### config.mk
export PLATFORM = sky130hd
export DESIGN_NAME = clk_div
export DESIGN_NICKNAME = d
export VERILOG_FILES = /design/src/rtl/clk_div_pkg.sv /design/src/rtl/clk_div.sv
export SDC_FILE = /design/constraint.sdc
export NUM_CORES = 1
export LEC_CHECK = 0
export BUFFER_PORTS_ARGS = -buffer_cell sky130_fd_sc_hd__buf_2
export CORE_UTILIZATION = 54
export DETAILED_ROUTE_END_ITERATION = 8
export MAX_ROUTING_LAYER = met4
export PLACE_DENSITY = 0.76
export SYNTH_ARGS = -nofsm -noshare
export SYNTH_HDL_FRONTEND = slang
export SYNTH_SLANG_ARGS = --single-unit
export TNS_END_PERCENT = 10
### constraint.sdc
create_clock -name clk_in -period 2.3 [get_ports clk_in]
set_input_delay 0.345 -clock clk_in [delete_from_list [all_inputs] [get_ports clk_in]]
set_output_delay 0.345 -clock clk_in [all_outputs]
set_load 0.005 [all_outputs]
### src/rtl/clk_div_pkg.sv
// clk_div_pkg: shared constants and helpers for the programmable clock divider.
// The high time of an N-cycle period is ceil(N/2), so odd ratios spend the extra cycle high.
package clk_div_pkg;

  localparam int C_WIDTH_DEFAULT = 8;

  function automatic logic [31:0] half_hi(input logic [31:0] n);
    return n - (n >> 1);
  endfunction

endpackage

### src/rtl/clk_div.sv
// clk_div: programmable integer divider producing a registered square wave of div_rate cycles.
// Optional feature macro CLK_DIV_TICK_EN adds a one-cycle tick pulse on each clk_out rise.
module clk_div
  import clk_div_pkg::*;
#(
  parameter int C_WIDTH = C_WIDTH_DEFAULT
) (
  input  logic               clk_in,
  input  logic               reset,
  input  logic [C_WIDTH-1:0] div_rate,
`ifdef CLK_DIV_TICK_EN
  output logic               tick,
`endif
  output logic               clk_out
);

  logic [C_WIDTH-1:0] cnt;
  logic [C_WIDTH-1:0] n_q;
  logic [C_WIDTH-1:0] high_len;
  logic               enabled;
  logic               period_end;

  always_comb begin
    high_len   = C_WIDTH'(half_hi(32'(n_q)));
    enabled    = (n_q > C_WIDTH'(1));
    period_end = (cnt == n_q - C_WIDTH'(1));
  end

  // Counter and output register: the ratio is only re-sampled at a period boundary
  // (or continuously while disabled), so a rate change never distorts a running period.
  always_ff @(posedge clk_in) begin
    if (reset || !enabled) begin
      cnt     <= '0;
      clk_out <= 1'b0;
      n_q     <= div_rate;
    end else begin
      clk_out <= (cnt < high_len);
      if (period_end) begin
        cnt <= '0;
        n_q <= div_rate;
      end else begin
        cnt <= cnt + 1'b1;
      end
    end
  end

`ifdef CLK_DIV_TICK_EN
  // Tick fires on the edge that issues cnt == 0, i.e. together with the clk_out rise.
  always_ff @(posedge clk_in) begin
    if (reset || !enabled) begin
      tick <= 1'b0;
    end else begin
      tick <= (cnt == '0);
    end
  end
`endif

endmodule

* Yosys cells after proc, flatten, opt, wreduce, memory -nomap -nowiden *
Cells that the tools add are included.

storage, ports and cells
  word-level logic and storage cells = 15
  memories kept = 0
  latch bits = 0
  RAM bits = 0
  memory bits (read-only) = 0
  bits in registers = 17

operators by class
  reduce and logical (&&, ||, !) cells = 4
  bitwise logic cells = 0
  shift-type cells = 0
  magnitude comparators = 2
  add/sub/neg operators = 3
  multipliers = 0
  muxes and demuxes = 2
  divide/modulo/power cells = 0
  equality and inequality tests = 1

operator list
  kind                                                                  number
  8-bit two-way mux                                                     2
  8-bit by 1-bit adder with 8-bit output, second input constant         1
  8-bit == test                                                         1
  8-bit by 1-bit > comparator with 1-bit output, second input constant  1
  8-bit less-than comparator                                            1
  8-bit by 1-bit subtractor with 8-bit output, second input constant    1
  8-bit by 7-bit subtractor with 8-bit output                           1
  2-bit nonzero test                                                    1
  2-bit OR reduction                                                    1
  1-bit logical NOT                                                     1
  1-bit logical OR                                                      1

* Longest topological paths before layout *
  word-level depth = 4
  gate-level depth with buffers = 13
  depth with buffers taken out = 13

* Worst setup path before layout *
OpenSTA, ideal clock, no wires.

  path type = register to register
  from = register n_q[2]
  to = register clk_out
  setup slack = -0.005 ns
  path buffers = 0
  period minus slack after synthesis = 2.305 ns
  cell stages (with the launch flop) = 13
  library setup time = 0.074 ns
  required time = 2.226 ns
  arrival = 2.231 ns
  path through = edfxtp_1 -> inv_1 -> ha_1 -> o21ba_2 -> nor2_1 -> o31a_1 -> nor2_1 -> xnor2_1 -> ha_1 -> a21o_1 -> a31oi_1 -> o21ai_0 -> a31oi_1

on the way
  cells in the longest elaborated chain, start to end = 3
  elaborated cells between the ends (all ways) = 5
  classes of those cells = add/sub: 1; order compare: 2; reduce/logical: 2

RTL lines
  element                                                                                              line           RTL
  start: declaration                                                                                   clk_div.sv:18  logic [C_WIDTH-1:0] n_q;
  start signal: assignment                                                                             clk_div.sv:35  n_q <= div_rate;
  start signal: assignment                                                                             clk_div.sv:40  n_q <= div_rate;
  parallel branches: the longest is 3 deep, another holds 8-bit by 7-bit subtractor with 8-bit output  --
  end signal: assignment                                                                               clk_div.sv:37  clk_out <= (cnt < high_len);
  end: declaration                                                                                     clk_div.sv:14  output logic clk_out

Parallel ways; which one is timed is not known.
A chain may end at the register's enable or synchronous reset.

* Final worst setup path *
  from = register n_q[1]
  to = register clk_out

The elaborated chain is that of the path after synthesis.

==> results.json <==
{
  "setup_tns_ns": -0.181,
  "timing_hold_violations_final": 0,
  "ys_ff_latch": 17,
  "cts_tree": "yes",
  "clk_latency_ns": 0.29,
  "ctsRootBufferMaster": "clkbuf_4",
  "switchingPower_mw": 0.288,
  "viasPerCell": 5.50,
  "intPower_mw": 0.570,
  "slew_headroom": 0.769,
  "min_to": "n_q[2]$_DFFE_PP_",
  "status": "finished, violations left",
  "most-common-layout-cells": "23 x ha_1, 18 x buf_4, 15 x xnor2_1, 13 x a21oi_1, 11 x inv_1",
  "die_height_um": 54.4,
  "grt_usage": 0.262,
  "r2r_end": "clk_out$_SDFF_PP0_",
  "critical-path-top-delay-family": "compound AO/OA/AOI/OAI gates",
  "utilization": 0.744,
  "ys_warn_count": 0,
  "grt_max_degree": 10,
  "drt_iter0_drc": 41,
  "min_from": "div_rate[2]",
  "synth_edf_count": 8,
  "path_buf_inv": 2,
  "crit_chain": "buf_6 > buf_4 > fa_2 > nand2b_1 > a21oi_1 > nor2_1 > xnor2_1 > ha_1 > a21o_1 > a31oi_4 > o21ai_1 > a31oi_1",
  "drtPass1Iterations": 4,
  "end_kind": "flip-flop",
  "hold_class": "in -> reg",
  "min_period_ns": 2.48,
  "start_kind": "flip-flop",
  "num-nets-final": 232,
  "rsz0062_at_grt": "true",
  "ir_worst_vdd_mv": 0.439,
  "worst_pin_slew_ns": 0.343,
  "max_cap_violations": 0,
  "gp_congestion": 0.892,
  "crit_type": "reg -> reg",
  "antenna_found_initial": 0,
  "hold_path_depth": 1,
  "powerDensity_nw_per_um2": 453,
  "fmax_mhz": 403,
  "htreeDepth": 1,
  "clock_path_buffers": 2,
  "drc_errors": 0,
  "rr_worst_depth": 12,
  "synth_cell_types": 31,
  "finalSetupViolations": 1,
  "clock_sinks": 17,
  "crit_slowest_cell": "edfxtp_1",
  "diodes": 0,
  "fin_crit_sh": 1.08,
  "r2r_slack_ns": -0.18,
  "async_reset_ff_frac": 0,
  "io-pin-count": 11,
  "core_area_um2": 2540,
  "area_growth_syn_to_layout_pct": 27.9,
  "p_leak_nw": 0.891,
  "num_rows": 18,
  "switching_share": 0.336,
  "critPathMaxStageDelay_ns": 0.46,
  "power_mw": 0.858,
  "syn_avg_cell_area_um2": 9.56,
  "skew_ns": 0.00198,
  "drive_above_1_share": 0.302,
  "synth_flop_cell": "dfxtp_1",
  "cp_data_arrival_time_ns": 2.71,
  "synth.net_count": 194,
  "violations": "setup timing",
  "critPathRequiredTime_ns": 2.52,
  "die_area_um2": 2960,
  "pwr-share-clk": 0.186,
  "cts_buffers": 3,
  "fin_cells": 222,
  "pwr-share-seq": 0.412,
  "whs_ns": 0.223,
  "nFillCells": 159,
  "start_util": 0.582,
  "avgRoutedWirePerCell_um": 16.0,
  "grt_pass1_wl_um": 5360,
  "cp_max_fo": 3,
  "dr_total_vias": 1220,
  "grt_pass1_vias": 1213,
  "ys_seq_area_frac": 0.284,
  "grt_overflow": 0,
  "combPwrFrac": 0.402,
  "port_buffers": 10,
  "worstReg2RegStart": "n_q[1]$_DFFE_PP_",
  "fp.dieW_um": 54.4,
  "final.setup.worst_slack_ns": -0.181,
  "cts.clk_slew.worst_paths_ns": 0.10,
  "dp_hpwl_um": 2450,
  "wl_um": 3540,
  "ant_nets": 0,
  "drv_slew": 0,
  "layout_commonest_cell": "ha_1",
  "dp_cells": 207,
  "syn_area_um2": 1480,
  "syn_inst": 155
}
-- final cells by class --
cell class | instances | area, um2 | share of cell area
multi-input combinational | 123 | 1110 | 0.587
sequential | 17 | 420 | 0.222
timing repair buffer | 33 | 241 | 0.127
inverter | 15 | 56.3 | 0.0297
tap | 30 | 37.5 | 0.0198
clock buffer | 4 | 26.3 | 0.0139
-- power groups by stage --
stage                     registers, mW  clock network, mW  logic, mW
after floorplan                   0.357                  0      0.188
final                             0.354              0.160      0.344
after global placement            0.358                  0      0.249
after CTS                         0.352              0.157      0.294
after detailed placement          0.360                  0      0.263
after global routing              0.355              0.174      0.376
-- worst register-to-register path: cells and delay by family (launching register included) --
family                   cells  cell delay, ns
adder cells (fa/ha/maj)      2            0.59
flip-flops                   1            0.46
AND/OR/NAND/NOR              2            0.26
XOR/XNOR                     1            0.13
buffers and inverters        2            0.29
AO/OA/AOI/OAI                5            0.69
-- per-stage QoR --
stage	instance area (um2)	setup slack, ns
4_1_cts	1780	-0.0629
2_1_floorplan	1480	0.0267
3_3_place_gp	1660	-0.0394
6_report	1890	-0.181
5_1_grt	1890	-0.310
3_5_place_dp	1660	-0.109
-- per-layer routing --
| layer | track usage | wire length, um |
|---|---|---|
| met2 | 0.459 | 1850 |
| met4 | 0.0641 | 55 |
| met1 | 0.331 | 1540 |
| met5 | - | 0 |
| met3 | 0.00833 | 97 |
-- state kept, by name (all words and copies together), names as in the netlist --
signal	count
clk_out	1
n_q	8
cnt	8
-- what timing repair did --
| item | in CTS | in global routing |
|---|---|---|
| endpoints found under the setup margin | 9 | 17 |
| pin swaps | 9 | 11 |
| gates resized for setup | 7 | 20 |
| hold buffers | 0 | 0 |
| buffers inserted | 9 | 2 |
-- logic make-up after synthesis --
family                   Yosys count  share of synthesized area
AO/OA/AOI/OAI                     29                      0.128
XOR/XNOR                          24                      0.142
adder cells (fa/ha/maj)           29                      0.250
buffers and inverters             15                     0.0380
flip-flops                        17                      0.284
AND/OR/NAND/NOR                   41                      0.158
-- how the worst max path moves through the flow --
stage                           startpoint                 end  slack [ns]  cells past startpoint
after floorplan           n_q[1]$_DFFE_PP_  clk_out$_SDFF_PP0_        0.03                     12
after global placement    n_q[1]$_DFFE_PP_    n_q[1]$_DFFE_PP_       -0.04                      9
after detailed placement  n_q[1]$_DFFE_PP_  clk_out$_SDFF_PP0_       -0.11                     12
after CTS                 n_q[2]$_DFFE_PP_  clk_out$_SDFF_PP0_       -0.06                     12
after global routing      n_q[2]$_DFFE_PP_  clk_out$_SDFF_PP0_       -0.31                     12
final                     n_q[1]$_DFFE_PP_  clk_out$_SDFF_PP0_       -0.18                     12
-- cells in the mapped netlist, types with 2 or more instances --
cell / number / area [um2]
a21boi_1: 2 / 15.0
a21o_1: 3 / 22.5
a21oi_1: 13 / 65.1
a31oi_1: 2 / 12.5
and3_1: 4 / 25.0
dfxtp_1: 9 / 180
edfxtp_1: 8 / 240
ha_1: 28 / 350
inv_1: 15 / 56.3
nand2_1: 9 / 33.8
nand2b_1: 6 / 37.5
nand3_1: 9 / 45.0
nor2_1: 6 / 22.5
nor2b_1: 2 / 12.5
xnor2_1: 15 / 131
xor2_1: 9 / 78.8
Note: power is estimated with default switching activity, not from simulation.
